### src/rtl/ext_pipe.sv
// rtl/ext_pipe.sv - pipelined immediate extender with valid/ready and 2-entry skid buffer
module ext_pipe #(
    parameter int DATA_W  = 32,
    parameter int IMM_W   = 16,
    parameter int SHAMT_W = 5,
    parameter int TAG_W   = 8
) (
    input  logic              clk,
    input  logic              rst_n,
    input  logic              flush,
    input  logic              in_valid,
    output logic              in_ready,
    input  logic [IMM_W-1:0]  in_imm,
    input  logic [2:0]        in_op,
    input  logic [TAG_W-1:0]  in_tag,
    output logic              out_valid,
    input  logic              out_ready,
    output logic [DATA_W-1:0] out_imm,
    output logic [TAG_W-1:0]  out_tag,
    output logic              out_err
);

    localparam logic [2:0] OP_ZERO        = 3'd0;
    localparam logic [2:0] OP_SIGNED      = 3'd1;
    localparam logic [2:0] OP_HIGHPOS     = 3'd2;
    localparam logic [2:0] OP_SIGNED_SHL2 = 3'd3;
    localparam logic [2:0] OP_SHAMT       = 3'd4;

    logic [DATA_W-1:0] sext_imm;
    logic [DATA_W-1:0] ext_imm;
    logic              ext_err;

    logic              main_valid;
    logic [DATA_W-1:0] main_imm;
    logic [TAG_W-1:0]  main_tag;
    logic              main_err;

    logic              skid_valid;
    logic [DATA_W-1:0] skid_imm;
    logic [TAG_W-1:0]  skid_tag;
    logic              skid_err;

    logic              in_xfer;
    logic              out_xfer;

    assign sext_imm = {{(DATA_W-IMM_W){in_imm[IMM_W-1]}}, in_imm};

    // Extension happens at the input so the entry registers hold final operands.
    always_comb begin
        ext_imm = '0;
        ext_err = 1'b0;
        case (in_op)
            OP_ZERO:        ext_imm = {{(DATA_W-IMM_W){1'b0}}, in_imm};
            OP_SIGNED:      ext_imm = sext_imm;
            OP_HIGHPOS:     ext_imm = {in_imm, {(DATA_W-IMM_W){1'b0}}};
            OP_SIGNED_SHL2: ext_imm = {sext_imm[DATA_W-3:0], 2'b00};
            OP_SHAMT:       ext_imm = {{(DATA_W-SHAMT_W){1'b0}}, in_imm[SHAMT_W-1:0]};
            default: begin
                // Reserved opcodes yield a clean zero operand, never a stale one.
                ext_imm = '0;
                ext_err = 1'b1;
            end
        endcase
    end

    // Skid occupancy alone gates acceptance, keeping in_ready a registered term.
    assign in_ready  = !skid_valid;
    assign in_xfer   = in_valid && in_ready;
    assign out_xfer  = main_valid && out_ready;

    assign out_valid = main_valid;
    assign out_imm   = main_imm;
    assign out_tag   = main_tag;
    assign out_err   = main_err;

    // Main/skid FIFO update; flush overrides every transfer in its cycle.
    always_ff @(posedge clk or negedge rst_n) begin
        if (!rst_n) begin
            main_valid <= 1'b0;
            main_imm   <= '0;
            main_tag   <= '0;
            main_err   <= 1'b0;
            skid_valid <= 1'b0;
            skid_imm   <= '0;
            skid_tag   <= '0;
            skid_err   <= 1'b0;
        end else if (flush) begin
            main_valid <= 1'b0;
            skid_valid <= 1'b0;
        end else if (out_xfer) begin
            if (skid_valid) begin
                // in_ready is low here, so no new entry competes with the skid move.
                main_imm   <= skid_imm;
                main_tag   <= skid_tag;
                main_err   <= skid_err;
                skid_valid <= 1'b0;
            end else if (in_xfer) begin
                main_imm   <= ext_imm;
                main_tag   <= in_tag;
                main_err   <= ext_err;
            end else begin
                main_valid <= 1'b0;
            end
        end else if (in_xfer) begin
            if (!main_valid) begin
                main_valid <= 1'b1;
                main_imm   <= ext_imm;
                main_tag   <= in_tag;
                main_err   <= ext_err;
            end else begin
                skid_valid <= 1'b1;
                skid_imm   <= ext_imm;
                skid_tag   <= in_tag;
                skid_err   <= ext_err;
            end
        end
    end

endmodule
### config.mk
export PLATFORM = sky130hd
export DESIGN_NAME = ext_pipe
export DESIGN_NICKNAME = d
export VERILOG_FILES = /design/src/rtl/ext_pipe.sv
export SDC_FILE = /design/constraint.sdc
export NUM_CORES = 1
export LEC_CHECK = 0
export CAP_MARGIN = 20
export CORE_UTILIZATION = 29
export DETAILED_ROUTE_END_ITERATION = 12
export HOLD_SLACK_MARGIN = 0.05
export MAX_ROUTING_LAYER = met4
export SETUP_SLACK_MARGIN = 0.02
export SYNTH_ARGS = -nofsm -noshare
export SYNTH_HDL_FRONTEND = slang
export SYNTH_SLANG_ARGS = --single-unit
### constraint.sdc
create_clock -name clk -period 2.5 [get_ports clk]
set_clock_uncertainty 0.2 [all_clocks]
set_input_delay 0.25 -clock clk [delete_from_list [all_inputs] [get_ports clk]]
set_output_delay 0.25 -clock clk [all_outputs]
set_load 0.1 [all_outputs]
==> results of run 1 <==
-- layout by cell type, fill, tap and decap left out, types with 4 or more instances in the layout --
master           instances
mux2_2                  34
dfrtp_1                 83
a31oi_1                 17
o31ai_1                  6
nand3_1                 15
clkbuf_16                9
inv_1                   11
clkdlybuf4s50_1         30
a21oi_1                 24
buf_4                   62
nand2b_1                13
nand3b_1                11
a2111oi_0               26
and3b_1                  4
mux2i_1                  9
o21ai_0                  8
buf_12                   5
a2bb2oi_1               26
nand2_1                 19
nor2_1                   4
a211o_1                 21
-- through the flow --
step	std cells	worst slack (ps)	power [W]	cell area, µm²	utilization [%]
finish	659	489	0.00517	5660	38.3
global route	659	352	0.00539	5660	38.3
CTS	659	484	0.00522	5660	38.3
detailed placement	642	257	0.00364	5300	35.9
global placement	642	264	0.00362	5300	35.9
floorplan	408	287	0.00316	4450	-
-- where the power goes --
| part | total, W | internal, W | switching, W |
|---|---|---|---|
| clock network | 0.00156 | 0.000983 | 0.000581 |
| logic | 0.00182 | 0.000495 | 0.00132 |
| registers | 0.00179 | 0.00163 | 0.000157 |
-- how the worst min path moves through the flow --
stage	endpoint	cells past startpoint	startpoint	slack [ps]
after floorplan	out_err$_DFFE_PN0P_	0	rst_n	-250
after global routing	out_imm[28]$_DFFE_PN0P_	2	rst_n	260
after CTS	out_imm[0]$_DFFE_PN0P_	2	rst_n	250
after detailed placement	out_imm[3]$_DFFE_PN0P_	1	rst_n	70
after global placement	out_imm[28]$_DFFE_PN0P_	1	rst_n	60
final	out_imm[28]$_DFFE_PN0P_	2	rst_n	220
-- sequential cells by signal, summed over array words and instances (netlist names) --
name	cells
out_err	1
out_imm	32
out_tag	8
out_valid	1
skid_err	1
skid_imm	32
skid_tag	8
skid_valid	1
-- worst max-delay path, stage by stage (launching register included) --
cell	delay (ps)
dfrtp_1	490
mux2i_2	230
nor3_4	490
buf_4	320
a2bb2oi_1	190
-- layout make-up --
type | count | area (µm²) | area share [%]
Clock buffer | 9 | 225 | 3.98
Clock inverter | 7 | 124 | 2.19
Inverter | 12 | 45.0 | 0.796
Multi-Input combinational cell | 265 | 2050 | 36.3
Sequential cell | 84 | 2100 | 37.2
Tap cell | 184 | 230 | 4.07
Timing Repair Buffer | 98 | 876 | 15.5
-- metal layers --
metal | vias up | GRT usage [%] | part of all wire, %
met5 | - | - | 0
met4 | 0 | 5.32 | 0.82
met3 | 8 | 3.65 | 5.1
met2 | 98 | 25.4 | 48
met1 | 1822 | 21.8 | 46
li1 | 1686 | - | -
-- repair_timing --
item	CTS	global route
hold buffers	1	0
buffers inserted	0	0
endpoints found under the hold margin	38	0
-- cells by family after synthesis --
group | count (synthesis)
AOI/OAI and AO/OA | 145
buffers and inverters | 59
DFF | 84
muxes | 47
and+or+nand+nor | 73
==> results.sh, run 1 <==
export IMPL_finalSetupViolations=0
export IMPL_drt_iter0_drc=246
export IMPL_crit_path_start="skid_valid$_DFFE_PN0P_"
export IMPL_ys_flop_type="dfrtp_1"
export IMPL_coreArea_um2=14800
export IMPL_place_congestion=0.798
export IMPL_rows=44
export IMPL_r2r_start="skid_valid$_DFFE_PN0P_"
export IMPL_synthAdderAreaFrac_pct=0
export IMPL_ctsHtreeMaxLevel=3
export IMPL_nets=502
export IMPL_grt_pass1_vias=3637
export IMPL_r2r_cells=4
export IMPL_synth_edf_count=0
export IMPL_synthCells=408
export IMPL_diodes=0
export IMPL_power_density_nw_per_um2=914
export IMPL_synth_commonest_cells="84 x dfrtp_1, 34 x mux2_2, 29 x clkbuf_1"
export IMPL_clkTransAtPathRegs_ps=70
export IMPL_yosysMostFrequentCell="dfrtp_1"
export IMPL_crit_path_end="out_imm[19]$_DFFE_PN0P_"
export IMPL_ys_seq_area_share_pct=47.2
export IMPL_avgSynthCellArea_um2=10.9
export IMPL_finalCritPeriodShare_pct=80.4
export IMPL_yosys_warnings=0
export IMPL_irDropWorstVdd_v=0.000380
export IMPL_cts_buffers_inserted=9
export IMPL_synth_top_cell_by_area="dfrtp_1"
export IMPL_detail_route_antenna_nets=0
export IMPL_status="completed"
export IMPL_fin_tns_setup_ps=0
export IMPL_remaining_drc_errors=0
export IMPL_synthMuxAreaShare_pct=11.7
export IMPL_synthArstFlopShare_pct=100
export IMPL_syn_cell_area_um2=4450
export IMPL_ios=75
export IMPL_wl_mm=12.2
export IMPL_relSlewSlack_pct=59.8
export IMPL_yosysUniqueCellTypes=41
export IMPL_fillers=1446
export IMPL_syn_nets=440
export IMPL_cp_arrival_ps=2070
export IMPL_wl_per_cell_um=18.5
export IMPL_synth_top_area_share_pct=47.2
export IMPL_synth_compound_area_share_pct=24.8
export IMPL_rsz0062_at_grt="false"
export IMPL_whs_ps=221
export IMPL_die_area_um2=15900
export IMPL_r2r_end="out_imm[19]$_DFFE_PN0P_"
export IMPL_grt_usage_pct=16.6
export IMPL_drt_pass1_iterations=6
export IMPL_hpwl_mm=8.24
export IMPL_die_y_um=126
export IMPL_grt_start_max_net_pins=55
export IMPL_start_kind="register"
export IMPL_ctsRootBufferMaster="clkbuf_16"
export IMPL_clock_path_buffers=2
export IMPL_critPathMaxFanout=14
export IMPL_synthTopCellsByArea="dfrtp_1 47%, mux2_2 8.6%, a2111oi_0 5.1%"
export IMPL_portBuffers=74
export IMPL_chipWidth_um=126
export IMPL_yosys_area_share_simple_pct=9.36
export IMPL_cp_required_ps=2560
export IMPL_grt_overflow=0
export IMPL_avgViaCountPerCell=5.48
export IMPL_fin_crit_ps=2010
export IMPL_hold_class="primary input to asynchronous set/reset pin"
export IMPL_synthXorXnorAreaFrac_pct=0
export IMPL_synth_seq_cells=84
export IMPL_p_leak_nw=2.37
export IMPL_clkSinkCount=84
export IMPL_clock_fmax_mhz=497
export IMPL_path_class="register to register"
export IMPL_synth_top_family_by_area="compound AO/OA/AOI/OAI gates"
export IMPL_initial_core_util_pct=30.2
export IMPL_layout_drive_gt1_share_pct=26.3
export IMPL_insertion_delay_ps=350
export IMPL_r2r_slack_ps=490
export IMPL_end_kind="register"
export IMPL_grt_pass1_wl_mm=19.8
export IMPL_drv_slew=0
export IMPL_max_cap_violations=0
export IMPL_antenna_found_initial=0
export IMPL_area_growth_pct=27.1
export IMPL_hold_violations=0
export IMPL_vias=3614
export IMPL_worstMarginPinSlew_ps=601
export IMPL_cts_resized=0
export IMPL_cts_tree="done"
Power figures use the tool's default switching activity.
==> run 2, diff against run 1 <==
==> constraint.sdc (replaced) <==
create_clock -name clk -period 2.1 [get_ports clk]
set_clock_uncertainty 0.2 [all_clocks]
set_input_delay 0.21 -clock clk [delete_from_list [all_inputs] [get_ports clk]]
set_output_delay 0.21 -clock clk [all_outputs]
set_load 0.1 [all_outputs]
==> run 2 against run 1 <==
Effect of this change:
- hold slack got worse by 68 ps
- maximum frequency up 2.2%
- wire length rose by 4.1%
- final cell count grew 1.1%
- largest cell class unchanged
- setup slack lost 360 ps
- critical path depth is the same
- first-iteration DRC count is 23% higher
- utilization grew 0.59 points
- critical endpoint is now out_imm[14]$_DFFE_PN0P_
- global-route usage grew 0.64 points
- die area unchanged
- largest power group unchanged
- sequential power up 19%
==> results.sh, run 2 (same netlist as run 1, synthesis figures left out) <==
export IMPL_start_kind="register"
export IMPL_place_area_um2=5390
export IMPL_final_area_um2=5740
export IMPL_status="completed"
export IMPL_irDropWorstVdd_v=0.000402
export IMPL_power_density_nw_per_um2=1070
export IMPL_r2r_cells=4
export IMPL_fin_crit_ps=1970
export IMPL_worstMarginPinSlew_ps=614
export IMPL_grt_pass1_wl_mm=20.7
export IMPL_clock_path_buffers=2
export IMPL_ctsHtreeMaxLevel=3
export IMPL_cts_tree="done"
export IMPL_coreArea_um2=14800
export IMPL_end_kind="register"
export IMPL_diodes=0
export IMPL_hold_class="primary input to register"
export IMPL_r2r_slack_ps=130
export IMPL_die_y_um=126
export IMPL_die_area_um2=15900
export IMPL_p_total_w=0.00617
export IMPL_grt_start_max_net_pins=47
export IMPL_drt_iter0_drc=302
export IMPL_detail_route_antenna_nets=0
export IMPL_antenna_found_initial=0
export IMPL_min_to="skid_imm[1]$_DFFE_PN0P_"
export IMPL_critPathMaxFanout=22
export IMPL_r2r_end="out_imm[14]$_DFFE_PN0P_"
export IMPL_avgViaCountPerCell=5.53
export IMPL_ctsRootBufferMaster="clkbuf_16"
export IMPL_grt_usage_pct=17.2
export IMPL_grt_overflow=0
export IMPL_clkSinkCount=84
export IMPL_hold_violations=0
export IMPL_area_growth_pct=29.0
export IMPL_post_cts_setup_buffers=0
export IMPL_clkTransAtPathRegs_ps=70
export IMPL_grt_pass1_vias=3748
export IMPL_layout_common_cells="83 x dfrtp_1, 66 x buf_4, 34 x mux2_2"
export IMPL_finalCritPeriodShare_pct=93.7
export IMPL_remaining_drc_errors=0
export IMPL_initial_core_util_pct=30.2
export IMPL_finalSetupViolations=0
export IMPL_rsz0062_at_grt="false"
export IMPL_cts_buffers_inserted=9
export IMPL_p_leak_nw=2.43
export IMPL_cp_required_ps=2110
export IMPL_whs_ps=153
export IMPL_path_class="register to register"
export IMPL_wl_mm=12.7
export IMPL_hold_depth=4
export IMPL_place_congestion=0.797
export IMPL_final_instance_count_excl_fill=666
export IMPL_rows=44
export IMPL_cp_arrival_ps=1970
export IMPL_insertion_delay_ps=350
export IMPL_nets=509
export IMPL_layout_drive_gt1_share_pct=27.6
export IMPL_ios=75
export IMPL_dpl_cell_count=649
export IMPL_wl_per_cell_um=19.0
export IMPL_drt_pass1_iterations=6
export IMPL_post_route_util_pct=38.9
export IMPL_chipWidth_um=126
export IMPL_clock_fmax_mhz=508
export IMPL_hpwl_mm=8.60
export IMPL_drv_slew=0
export IMPL_r2r_start="skid_valid$_DFFE_PN0P_"
export IMPL_final_common_cell="dfrtp_1"
export IMPL_relSlewSlack_pct=59.0
export IMPL_max_cap_violations=0
export IMPL_vias=3683
export IMPL_hp_start="in_op[2]"
export IMPL_portBuffers=74
## run 2: changes by cell type in the layout (fill, tap and decap cells not counted), sizes merged
cell,before,now
clkdlybuf4s50,30,29
clkbuf,9,10
clkinv,3,2
buf,67,75
## run 2: repair_timing
action | in CTS | in global routing
endpoints found under the setup margin | 0 | 1
hold endpoints to repair | 43 | 0
resized for setup | 0 | 1
hold buffers | 1 | 0
## run 2: metrics by stage
step | setup TNS (ps) | worst slack (ps)
CTS | 0 | 120
global placement | 0 | 78.7
floorplan | 0 | 11.4
finish | 0 | 132
global route | 0 | 21.0
detailed placement | -13.0 | -10.8
## run 2: layer usage
layer,track usage [%],wire length (µm),vias up
met2,26.3,5970,99
li1,-,-,1699
met5,-,0,-
met3,3.06,466,11
met4,5.88,120,0
met1,23.1,6110,1874
## run 2: critical path, cell delays in order (launching register included)
cell and delay (ps):
dfrtp_1 500, and3_2 330, buf_12 170, a2111oi_0 510, a2bb2oi_1 120
## run 2: how the worst max path moves through the flow
stage | from | endpoint | slack, ps | cells past startpoint
final | skid_valid$_DFFE_PN0P_ | out_imm[14]$_DFFE_PN0P_ | 130 | 4
after global routing | skid_valid$_DFFE_PN0P_ | out_imm[13]$_DFFE_PN0P_ | 20 | 4
after CTS | skid_valid$_DFFE_PN0P_ | out_imm[13]$_DFFE_PN0P_ | 120 | 4
after detailed placement | out_ready | out_imm[14]$_DFFE_PN0P_ | -10 | 6
after global placement | out_ready | out_imm[10]$_DFFE_PN0P_ | 80 | 5
after floorplan | out_valid$_DFFE_PN0P_ | skid_imm[25]$_DFFE_PN0P_ | 10 | 6
## run 2: power by group
part           total [W]  switching (W)  internal, W
clock            0.00185       0.000680      0.00117
combinational    0.00219        0.00159     0.000605
sequential       0.00213       0.000190      0.00194
total            0.00617        0.00246      0.00371
## run 2: area by class of cell
| class | instances | area, µm² |
|---|---|---|
| clock inverters | 6 | 111 |
| clock buffers | 10 | 229 |
| inverters | 12 | 45.0 |
| flip-flops and latches | 84 | 2110 |
| multi-input cells | 265 | 2060 |
| fillers | 1425 | 9010 |
| well taps | 184 | 230 |
| repair buffers | 105 | 961 |
==> run 3, diff against run 2 <==
--- a/config.mk
+++ b/config.mk
@@ -7,6 +7,7 @@
 export LEC_CHECK = 0
 export CAP_MARGIN = 20
 export CORE_UTILIZATION = 29
+export CTS_BUF_LIST = sky130_fd_sc_hd__clkbuf_4
 export DETAILED_ROUTE_END_ITERATION = 12
 export HOLD_SLACK_MARGIN = 0.05
 export MAX_ROUTING_LAYER = met4
==> run 3 against run 2 <==
Effect of this change:
- utilization decreased by 0.93 points
- global-route usage rose by 0.063 points
- clock-buffer cell count stayed put
==> results.sh, run 3 (same netlist as run 1, synthesis figures left out) <==
export IMPL_status="completed"
export IMPL_grt_pass1_wl_mm=20.8
export IMPL_hold_class="primary input to asynchronous set/reset pin"
export IMPL_r2r_cells=4
export IMPL_grt_overflow=0
export IMPL_ctsRootBufferMaster="clkbuf_4"
export IMPL_coreArea_um2=14800
export IMPL_r2r_end="out_imm[14]$_DFFE_PN0P_"
export IMPL_grt_use_met1_pct=23.0
export IMPL_end_kind="register"
export IMPL_die_y_um=126
export IMPL_wl_mm=12.8
export IMPL_drt_pass1_iterations=6
export IMPL_hold_violations=0
export IMPL_grt_busiest_layer="met2"
export IMPL_path_cells="and3_2 > buf_12 > a2111oi_0 > a2bb2oi_1"
export IMPL_grt_util_met3_pct=2.89
export IMPL_final_common_cell="dfrtp_1"
export IMPL_critical_path_max_stage_delay_ps=530
export IMPL_detail_route_antenna_nets=0
export IMPL_path_delay_family="compound AO/OA/AOI/OAI gates"
export IMPL_relSlewSlack_pct=58.7
export IMPL_use_met2_pct=26.3
export IMPL_cts_tree="done"
export IMPL_vias=3689
export IMPL_grt_usage_pct=17.3
export IMPL_r2r_slack_ps=110
export IMPL_rows=44
export IMPL_place_congestion=0.797
export IMPL_hpwl_mm=8.60
export IMPL_finalCritPeriodShare_pct=95.0
export IMPL_fin_tns_setup_ps=0
export IMPL_area_growth_pct=25.9
export IMPL_grt_start_max_net_pins=47
export IMPL_post_route_util_pct=38.0
export IMPL_ctsHtreeMaxLevel=3
export IMPL_post_cts_setup_buffers=0
export IMPL_wl_per_cell_um=19.1
export IMPL_worstMarginPinSlew_ps=620
export IMPL_p_leak_nw=2.36
export IMPL_die_area_um2=15900
export IMPL_cp_required_ps=2240
export IMPL_cp_arrival_ps=2140
export IMPL_fin_crit_ps=1990
export IMPL_chipWidth_um=126
export IMPL_nets=510
export IMPL_cts_buffers_inserted=9
export IMPL_start_kind="register"
export IMPL_path_class="register to register"
export IMPL_r2r_start="skid_valid$_DFFE_PN0P_"
export IMPL_critPathSlowestCell="dfrtp_1"
export IMPL_crit_buf_inv=1
export IMPL_drt_iter0_drc=292
export IMPL_clock_path_buffers=2
export IMPL_layout_common_cells="83 x dfrtp_1, 66 x buf_4, 34 x mux2_2"
export IMPL_finalSetupViolations=0
export IMPL_avgViaCountPerCell=5.52
export IMPL_layout_drive_gt1_share_pct=27.7
export IMPL_drv_slew=0
export IMPL_clkSinkCount=84
export IMPL_insertion_delay_ps=480
export IMPL_max_cap_violations=0
export IMPL_ios=75
export IMPL_clock_fmax_mhz=501
export IMPL_antenna_found_initial=1
export IMPL_portBuffers=74
export IMPL_rsz0062_at_grt="false"
export IMPL_remaining_drc_errors=0
export IMPL_clkTransAtPathRegs_ps=160
export IMPL_irDropWorstVdd_v=0.000378
export IMPL_crit_path_start="skid_valid$_DFFE_PN0P_"
export IMPL_initial_core_util_pct=30.2
export IMPL_grt_pass1_vias=3747
export IMPL_power_density_nw_per_um2=992
export IMPL_critPathMaxFanout=22
[run 3: cell count changes in the layout (fill, tap and decap cells not counted), moves of 3 or more]
cell	previous run	this run
a2111oi_1	1	4
clkbuf_4	0	10
a2111oi_0	25	22
clkbuf_16	9	0
[run 3: per-layer routing]
metal  wire [µm]  vias up  share of wire (%)
met5           0        -                  0
met4         145        0                1.1
met3         579       11                4.5
met2        6020      113                 47
met1        6010     1862                 47
li1            -     1703                  -
[run 3: how the worst max path moves through the flow]
stage                                           to  slack, ps  cells past startpoint
after floorplan           skid_imm[25]$_DFFE_PN0P_         10                      6
after global placement     out_imm[10]$_DFFE_PN0P_         80                      5
after detailed placement   out_imm[14]$_DFFE_PN0P_        -10                      6
after CTS                  out_imm[13]$_DFFE_PN0P_        110                      4
after global routing       out_imm[14]$_DFFE_PN0P_         20                      4
final                      out_imm[14]$_DFFE_PN0P_        110                      4
[run 3: what timing repair did]
item | CTS | global route
gates resized for setup | 0 | 4
endpoints found under the setup margin | 0 | 4
hold endpoints to repair | 88 | 0
hold buffers | 2 | 0
[run 3: final cells by class]
type / count / area (µm²)
antenna: 1 / 2.50
tap: 184 / 230
clock inverter: 6 / 111
sequential: 84 / 2110
inverter: 12 / 45.0
timing repair buffer: 106 / 971
fill: 1437 / 9150
clock buffer: 10 / 75.1
multi-input combinational: 265 / 2070
[run 3: report_power, final]
| part | switching [W] | leakage (nW) | internal [W] |
|---|---|---|---|
| clock network | 0.000621 | 0.0970 | 0.000618 |
| registers | 0.000191 | 1.04 | 0.00193 |
| logic | 0.00159 | 1.23 | 0.000607 |
[run 3: metrics by stage]
step | power [W] | hold slack, ps | cell area [µm²] | cells | setup slack, ps
after floorplan | 0.00377 | -286 | 4470 | 408 | 11.4
after CTS | 0.00561 | 63.3 | 5600 | 667 | 110
after global routing | 0.00582 | 105 | 5610 | 668 | 22.2
final | 0.00556 | 81.2 | 5610 | 668 | 105
after global placement | 0.00433 | 69.8 | 5390 | 649 | 78.7
after detailed placement | 0.00436 | 71.2 | 5390 | 649 | -10.8
==> RTL edit 1: new RTL, flow settings as in run 3 <==
Remove the case item `OP_ZERO` of the case on `in_op`.
--- a/src/rtl/ext_pipe.sv
+++ b/src/rtl/ext_pipe.sv
@@ -51,5 +51,4 @@
         ext_err = 1'b0;
         case (in_op)
-            OP_ZERO:        ext_imm = {{(DATA_W-IMM_W){1'b0}}, in_imm};
             OP_SIGNED:      ext_imm = sext_imm;
             OP_HIGHPOS:     ext_imm = {in_imm, {(DATA_W-IMM_W){1'b0}}};
Function: changed (Yosys sat finds a counterexample within 4 cycles, from zero or initial values and one cycle with rst_n low).
==> RTL edit 1 against run 3 <==
Setup slack about the same; count of clock-buffer cells in the layout is the same; largest cell class unchanged; area after synthesis is 13% lower; wire length down 21%; design area shrank 9.8%; critical path type unchanged; sequential cell count unchanged; power down 8.1%.
==> RTL edit 1: results (changes against run 3) <==
stage;metric;value;unit;change
status;status;complete, no violations;;
synth;synthTopCellsByArea;dfrtp_1 (54%), a21oi_1 (7.6%), nand2_1 (5.0%);;
global_route;grt_start_max_net_pins;38;;-19%
cells_and_area;fill_cells;1282;;-11%
cells_and_area;num-nonclk-inverters;7;;-5
routing;dr.pass1.iters;5;;-1
routing;viasPerCell;5.01;;-9.2%
critical_path;path_max_fanout;34;;+55%
sta;whs;71.3;ps;-9.92 ps
placement;dp_hpwl;7290;um;-15%
cells_and_area;buf_share;18.9;%;+1.6 points
critical_path;rr_worst_depth;5;;+1
global_route;antenna_found_initial;0;;-1
routing;drt_iter0_drc;148;;-49%
power;power_frac_comb;41.4;%;+1.9 points
critical_path;slowest_stage;or3b_4;;
placement;dpl-instance-area;4910;um^2;-8.9%
cells_and_area;drive_above_1_share;21.5;%;-6.3 points
cts;cts.clk_slew.worst_paths;140;ps;-20 ps
sta;fmax;0.501;GHz;about the same
power;power;5.11;mW;-8.1%
routing;totalWireLength;10100;um;-21%
power;p_leak;2.23;nW;-5.7%
cts;clock_latency;430;ps;-50 ps
cells_and_area;multi_input_area_share;32.1;%;-4.8 points
synth;syn-cell-area;3890;um^2;-13%
cells_and_area;final-clk-cell-share;2.57;%;-0.75 points
==> RTL edit 1: logic make-up after synthesis <==
family	count (synthesis)	synth area share, %
buffers and inverters	41	4.76
DFF	84	54.0
xor gates and xnor gates	1	0.225
muxes	22	6.84
and+or+nand+nor	117	12.6
AOI/OAI and AO/OA	133	21.6
==> RTL edit 1: path summary, 6_finish.rpt <==
path                               from           end
max                          skid_valid  skid_imm[18]
min                               rst_n   skid_tag[6]
max reg2reg                  skid_valid  skid_imm[18]
min reg2reg                skid_imm[10]  skid_imm[10]
max in group asynchronous         rst_n  skid_imm[24]
min in group clk              in_tag[1]    out_tag[1]
==> RTL edit 1: stage by stage <==
step                      util, %  instances
after global routing         39.3        656
after global placement       38.1        639
final                        39.3        656
after detailed placement     38.1        639
after floorplan                 -        398
after CTS                    39.2        656
==> RTL edit 1: metal layers <==
layer	vias up	GRT usage (%)	wire length, um
li1	1575	-	-
met1	1578	21.2	4790
met2	121	24.2	4620
met3	14	2.47	553
met4	0	5.85	159
met5	-	-	0
==> RTL edit 2: new RTL, flow settings as in run 3 <==
Without the edit above. Change the parameter `IMM_W` from 16 to 14.
--- a/src/rtl/ext_pipe.sv
+++ b/src/rtl/ext_pipe.sv
@@ -2,5 +2,5 @@
 module ext_pipe #(
     parameter int DATA_W  = 32,
-    parameter int IMM_W   = 16,
+    parameter int IMM_W   = 14,
     parameter int SHAMT_W = 5,
     parameter int TAG_W   = 8
Ports: changed (resized in_imm); port bits go from 75 to 73. The function was not compared with the original's and may differ.
==> RTL edit 2 against run 3 <==
Worst hold slack better by 15 ps; sequential power fell by 6%; setup slack improved by 45 ps; power fell by 6.8%; wire length decreased by 11%; critical path type unchanged; sequential cell count is 4 lower; area after synthesis is 5.7% lower; design area shrank 4.0%.
==> RTL edit 2: results (changes against run 3) <==
stage;metric;value;unit;change
status;status;complete, no violations;;
cells_and_area;fill_cells;1387;;-3.5%
cts;clock_latency;440;ps;-40 ps
cells_and_area;drive_above_1_share;33.0;%;+5.3 points
synth;synth-compound-area-share;20.9;%;-3.9 points
routing;viasPerCell;5.33;;-3.5%
routing;drt_iter0_drc;232;;-21%
cts;cts.clk_slew.worst_paths;130;ps;-30 ps
placement;gp_congestion;0.804;;+0.87%
global_route;grt_start_max_net_pins;45;;-4.3%
global_route;grt_pass1_wl;18400;um;-11%
cells_and_area;stdcell_count;622;;-6.9%
synth;yosys-top-cells-count;dfrtp_1 (80), mux2_2 (41), a2111oi_0 (25), a2bb2oi_1 (25), clkbuf_1 (18);;
placement;placed_cells;604;;-6.9%
power;p_clk;1.03;mW;-17%
power;powerSeq;2.00;mW;-6%
routing;met2_length;5200;um;-14%
cells_and_area;final_nets;468;;-8.2%
global_route;use_met2;24.6;%;-1.7 points
global_route;gr-usage-all-layers;16.6;%;-0.76 points
global_route;grt_pass1_vias;3337;;-11%
routing;wl_met1;5310;um;-12%
synth;synthTopCellsByArea;dfrtp_1 (48%), mux2_2 (11%), a2111oi_0 (5.2%);;
placement;dpl-instance-area;5190;um^2;-3.7%
sta;max_slew_margin;63.5;%;+4.8 points
placement;pre_cts_ws;-38.0;ps;-27.2 ps
routing;dr.pass1.iters;4;;-2
power;p_leak;2.32;nW;-2.0%
critical_path;endpoint;out_imm[5];;
critical_path;cp_data_arrival_time;2060;ps;-80 ps
power;p_int;2.95;mW;-6.6%
global_route;antenna_found_initial;0;;-1
routing;totalWireLength;11300;um;-11%
global_route;use_met3;4.88;%;+2.0 points
-- RTL edit 2: cell count changes after synthesis, sizes merged, moves of 9 or more --
| cell | delta |
|---|---|
| mux2 | +17 |
| a31oi | -16 |
| nand2 | -16 |
| clkbuf | -12 |
| nand2b | -11 |
| nand3 | -11 |
| a21oi | -9 |
-- RTL edit 2: layout make-up --
class                      count  area (um^2)  area share, %
sequential                    80         2010           37.2
clock buffer                  11         82.6           1.53
timing repair buffer         108         1010           18.7
inverter                       8         30.0          0.558
tap                          180          225           4.18
clock inverter                 4         70.1           1.30
multi-input combinational    231         1970           36.5
-- RTL edit 2: kinds of logic after synthesis --
family          Yosys count
compound gates          115
mux                      61
buf+inv                  48
simple gates             55
flops                    80
-- RTL edit 2: critical path: stages, from the launching register on --
cell and delay (ps):
dfrtp_4 560, and3_1 250, buf_12 200, a2111oi_0 480, a2bb2oi_1 130
